`src/rtl/npu_param_loader.sv`:
```
// npu_param_loader: deserialises a valid/ready word stream into the packed NPU parameter buses.
// Optional macro NPU_PARAM_CHECKSUM_EN appends a mod-2^DATA_WIDTH sum word to every frame.
module npu_param_loader #(
   parameter int unsigned IN_N       = 2,
   parameter int unsigned HIDDEN_N   = 2,
   parameter int unsigned OUT_N      = 2,
   parameter int unsigned DATA_WIDTH = 8,
   localparam int unsigned W1    = HIDDEN_N * IN_N,
   localparam int unsigned B1    = HIDDEN_N,
   localparam int unsigned W2    = OUT_N * HIDDEN_N,
   localparam int unsigned B2    = OUT_N,
   localparam int unsigned TOTAL = W1 + B1 + W2 + B2,
   localparam int unsigned CW    = $clog2(TOTAL + 2)
) (
   input  logic                       clk,
   input  logic                       rst_n,
   input  logic                       load_start,
   input  logic                       s_valid,
   output logic                       s_ready,
   input  logic [DATA_WIDTH-1:0]      s_data,
   input  logic                       s_last,
   output logic [W1*DATA_WIDTH-1:0]   weights1,
   output logic [B1*DATA_WIDTH-1:0]   biases1,
   output logic [W2*DATA_WIDTH-1:0]   weights2,
   output logic [B2*DATA_WIDTH-1:0]   biases2,
   output logic                       params_valid,
   output logic                       busy,
   output logic                       err,
   output logic [1:0]                 err_code,
   output logic [CW-1:0]              word_cnt
);

`ifdef NPU_PARAM_CHECKSUM_EN
   localparam int unsigned LAST = TOTAL;
`else
   localparam int unsigned LAST = TOTAL - 1;
`endif

   localparam logic [CW-1:0] LastIdx  = CW'(LAST);
   localparam logic [CW-1:0] TotalIdx = CW'(TOTAL);

   typedef enum logic [1:0] {StIdle, StLoad, StDone, StErr} state_e;

   state_e                       state_q, state_d;
   logic [CW-1:0]                cnt_q, cnt_d;
   logic [TOTAL*DATA_WIDTH-1:0]  params_q, params_d;
   logic [1:0]                   code_q, code_d;
   logic                         ready_q;
   logic                         accept;

   // load_start wins over a beat presented in the same cycle
   assign accept = s_valid & ready_q & ~load_start;

`ifdef NPU_PARAM_CHECKSUM_EN
   logic [DATA_WIDTH-1:0] sum_q, sum_d;

   always_comb begin
      sum_d = sum_q;
      if (load_start) begin
         sum_d = '0;
      end else if (accept && (cnt_q < TotalIdx)) begin
         sum_d = sum_q + s_data;
      end
   end

   always_ff @(posedge clk or negedge rst_n) begin
      if (!rst_n) begin
         sum_q <= '0;
      end else begin
         sum_q <= sum_d;
      end
   end
`endif

   always_comb begin
      state_d  = state_q;
      cnt_d    = cnt_q;
      params_d = params_q;
      code_d   = code_q;
      if (load_start) begin
         state_d = StLoad;
         cnt_d   = '0;
         code_d  = 2'd0;
      end else if (accept) begin
         cnt_d = cnt_q + CW'(1);
         if (cnt_q < TotalIdx) begin
            params_d[int'(cnt_q)*DATA_WIDTH +: DATA_WIDTH] = s_data;
         end
         if (s_last && (cnt_q != LastIdx)) begin
            state_d = StErr;
            code_d  = 2'd1;
         end else if (!s_last && (cnt_q == LastIdx)) begin
            state_d = StErr;
            code_d  = 2'd2;
         end else if (s_last) begin
`ifdef NPU_PARAM_CHECKSUM_EN
            if (s_data != sum_q) begin
               state_d = StErr;
               code_d  = 2'd3;
            end else begin
               state_d = StDone;
            end
`else
            state_d = StDone;
`endif
         end
      end
   end

   always_ff @(posedge clk or negedge rst_n) begin
      if (!rst_n) begin
         state_q  <= StIdle;
         cnt_q    <= '0;
         params_q <= '0;
         code_q   <= 2'd0;
         ready_q  <= 1'b0;
      end else begin
         state_q  <= state_d;
         cnt_q    <= cnt_d;
         params_q <= params_d;
         code_q   <= code_d;
         ready_q  <= (state_d == StLoad);
      end
   end

   assign s_ready      = ready_q;
   assign busy         = (state_q == StLoad);
   assign params_valid = (state_q == StDone);
   assign err          = (state_q == StErr);
   assign err_code     = code_q;
   assign word_cnt     = cnt_q;

   assign weights1 = params_q[0 +: W1*DATA_WIDTH];
   assign biases1  = params_q[W1*DATA_WIDTH +: B1*DATA_WIDTH];
   assign weights2 = params_q[(W1+B1)*DATA_WIDTH +: W2*DATA_WIDTH];
   assign biases2  = params_q[(W1+B1+W2)*DATA_WIDTH +: B2*DATA_WIDTH];

endmodule

```
`config.mk`:
```
export PLATFORM = sky130hd
export DESIGN_NAME = npu_param_loader
export DESIGN_NICKNAME = d
export VERILOG_FILES = /design/src/rtl/npu_param_loader.sv
export SDC_FILE = /design/constraint.sdc
export NUM_CORES = 1
export LEC_CHECK = 0
export CORE_ASPECT_RATIO = 1.75
export CORE_UTILIZATION = 50
export CTS_BUF_LIST = sky130_fd_sc_hd__clkbuf_4
export DETAILED_ROUTE_END_ITERATION = 12
export PLACE_DENSITY = 0.87
export SLEW_MARGIN = 20
export SYNTH_ARGS = -nofsm -noshare
export SYNTH_HDL_FRONTEND = slang
export SYNTH_SLANG_ARGS = --single-unit
export TNS_END_PERCENT = 5
```
`constraint.sdc`:
```
create_clock -name clk -period 3.4 [get_ports clk]
set_input_delay 1.02 -clock clk [delete_from_list [all_inputs] [get_ports clk]]
set_output_delay 1.02 -clock clk [all_outputs]
set_load 0.01 [all_outputs]
```
==> impl_metrics.json <==
{
  "vias_per_cell": 5.37,
  "fin_crit_ns": 2.75,
  "setup_ws_ns": 0.647,
  "crit_start": "word_cnt[2]$_DFFE_PN0P_",
  "num_io_pins": 119,
  "die_area_um2": 9420,
  "syn_nets": 350,
  "static-leakage-power_uw": 0.00287,
  "wirelength_um": 10600,
  "critPathTopFamily": "buffers and inverters",
  "avgSynthCellArea_um2": 13.6,
  "gp_congestion": 0.816,
  "ir_worst_vdd_mv": 0.319,
  "grt_max_degree": 40,
  "fin_util_pct": 68.8,
  "worstSetupEndpointType": "output pin",
  "seqCellArea_um2": 2630,
  "multi_input_area_um2": 1800,
  "outcome": "finished clean",
  "drc": 0,
  "clock.fmax_mhz": 363,
  "placed_cells": 564,
  "synth_top_cell_by_area": "dfrtp_1",
  "worst_pin_slew_ns": 0.921,
  "synth_area_um2": 4510,
  "reg2reg_depth": 6,
  "maxCapViolCount": 0,
  "area_delta_synth_final_pct": 33.2,
  "critPathCapture": "word_cnt[2]",
  "worstPathMaxFanout": 13,
  "slew_headroom_pct": 38.5,
  "port_buffers": 118,
  "setup_viol": 0,
  "h-tree-depth": 3,
  "hold_viol_final": 0,
  "final_max_slew_viol_count": 0,
  "place_ws_ns": 0.253,
  "dp_hpwl_um": 7880,
  "cp.depth": 1,
  "power-per-cell-area_nw_per_um2": 403,
  "required_ns": 2.38,
  "cts_inserted_buffers": 9,
  "synth.yosys.warnings": 0,
  "path_buf_inv": 1,
  "layout.nets": 477,
  "fin_cells": 581,
  "synth_top_family_by_area": "multiplexers",
  "clock_sinks": 105,
  "start_util_pct": 51.7,
  "cts_tree": "done",
  "cp-start-kind": "flop",
  "synth.area.mux_share_pct": 21.8,
  "post-route-period-util_pct": 81.0,
  "cpMaxStageDelayCell": "clkdlybuf4s50_1",
  "hp-class": "primary input to async pin",
  "finClkSkew_ns": 0.0120,
  "yosys.area_share.simple_pct": 11.0,
  "reg2reg_slack_ns": 0.77,
  "post_cts_buffers": 0,
  "synth_compound_area_share_pct": 4.83,
  "drive_above_1_share_pct": 25.5,
  "post_drt_wl_per_cell_um": 18.2,
  "grt_usage_pct": 24.8,
  "drt_iter0_drc": 195,
  "ctsResizeCount": 0,
  "rsz0062_at_grt": "false",
  "rows": 45,
  "die_x_um": 73.8,
  "synth_xor_area_share_pct": 0.777,
  "grt_pass1_wl_um": 17000,
  "timing_worst_setup_path_type": "flop to output pin",
  "grt_pass1_vias": 3216,
  "cts_root_buf": "clkbuf_4",
  "r2r-start": "word_cnt[2]$_DFFE_PN0P_",
  "dr.pass1.iters": 4,
  "antenna_found_initial": 1,
  "die_y_um": 128,
  "final.setup.tns_ns": 0,
  "r2r-end": "params_q[19]$_DFFE_PN0P_",
  "core_um2": 8730,
  "synth_seq_cells": 105,
  "max_stage_delay_ns": 0.66,
  "vias": 3122,
  "yosysSeqAreaShare_pct": 58.3,
  "path_clk_slew_ns": 0.14,
  "overflow": 0,
  "synthCells": 331,
  "n_fill_cell": 660,
  "ys_types": 30,
  "insertion_delay_ns": 0.46,
  "cts_hold_buf": 0,
  "ant_nets": 0,
  "worstPathArrival_ns": 1.73,
  "cts_buffer_depth": 2,
  "yosysTopAreaCellShare_pct": 58.3,
  "cp_cell_sequence": "clkdlybuf4s50_1",
  "yosys-top-cells-area": "dfrtp_1 58%, mux2_2 19%, and2_1 2.5%",
  "synthAdderAreaFrac_pct": 1.66
}
[through the flow]
stage          power, µW  hold slack (ns)  instance area, µm²
2_1_floorplan       1540            0.495                4510
3_5_place_dp        1750            0.489                5850
6_report            2420            0.494                6010
5_1_grt             2520            0.487                6010
3_3_place_gp        1740            0.477                5850
4_1_cts             2440            0.487                6000
[area by class of cell]
class                   instances  area share (%)
multi-input cells             206            30.0
clock buffers                  10            1.25
well taps                     117            2.44
flip-flops and latches        105            43.8
diodes                          1          0.0417
clock inverters                 6            1.38
repair buffers                124            20.4
inverters                      12           0.750
[registers in the layout (all words and copies together) (netlist names)]
| signal | count |
|---|---|
| err_code | 2 |
| state_q | 2 |
| s_ready | 1 |
| word_cnt | 4 |
| params_q | 96 |
[cell usage in the layout (no fill, tap or decap), types with 3 or more instances in the layout]
cell type,n
a2111oi_4,3
ha_1,6
nand2_1,20
nand2b_1,5
and3_1,8
dfrtp_1,105
nand2_2,4
nand4_1,10
inv_1,12
a21oi_1,4
mux2_2,78
a21bo_2,9
clkbuf_4,10
clkdlybuf4s50_1,117
buf_4,7
nor2_1,10
mux2i_1,8
nor3_1,3
nand3b_1,3
and2_1,18
[how the worst min path moves through the flow]
stage / slack, ns / depth (start not counted) / end
floorplan: 0.50 / 2 / state_q[1]$_DFF_PN0_
global placement: 0.48 / 1 / params_q[9]$_DFFE_PN0P_
detailed placement: 0.49 / 1 / params_q[9]$_DFFE_PN0P_
CTS: 0.49 / 1 / params_q[13]$_DFFE_PN0P_
global route: 0.49 / 1 / params_q[13]$_DFFE_PN0P_
finish: 0.49 / 1 / params_q[13]$_DFFE_PN0P_
[routing by layer]
metal  track usage (%)  share of wire [%]  wire length (µm)
met3              4.73                3.5               368
met4              11.1                3.1               328
met2              44.0                 56              5880
met1              28.3                 38              4000
met5                 0                  0                 0
[power by group]
group / total [µW] / internal, µW / switching [µW]
logic: 387 / 180 / 207
registers: 1340 / 1300 / 37.0
clock network: 696 / 303 / 393
[logic make-up after synthesis]
| family | after synthesis |
|---|---|
| adders and majority gates | 6 |
| and+or+nand+nor | 88 |
| buffers and inverters | 20 |
| xor gates and xnor gates | 4 |
| AOI/OAI and AO/OA | 20 |
| DFF | 105 |
| muxes | 88 |
[synth_stat cells]
cell type and n:
o21ai_0 2, a2bb2oi_1 1, nand4_1 10, nand3b_1 3, mux2_1 2, nand2_1 20
a2111oi_4 3, nor2_1 10, and3_1 8, nand2_2 4, dfrtp_1 105, a21oi_1 4
nor4_4 1, inv_1 12, nor3_1 3, nor2b_1 2, mux2_2 78, mux2i_1 8
nor3b_1 2, o22ai_1 1, buf_2 3, xnor2_1 2, or4_1 1, a21bo_2 9
and2_1 18, or2_2 1, nand2b_1 5, xor2_1 2, clkbuf_1 5, ha_1 6
Note: power is estimated with default switching activity, not from simulation.
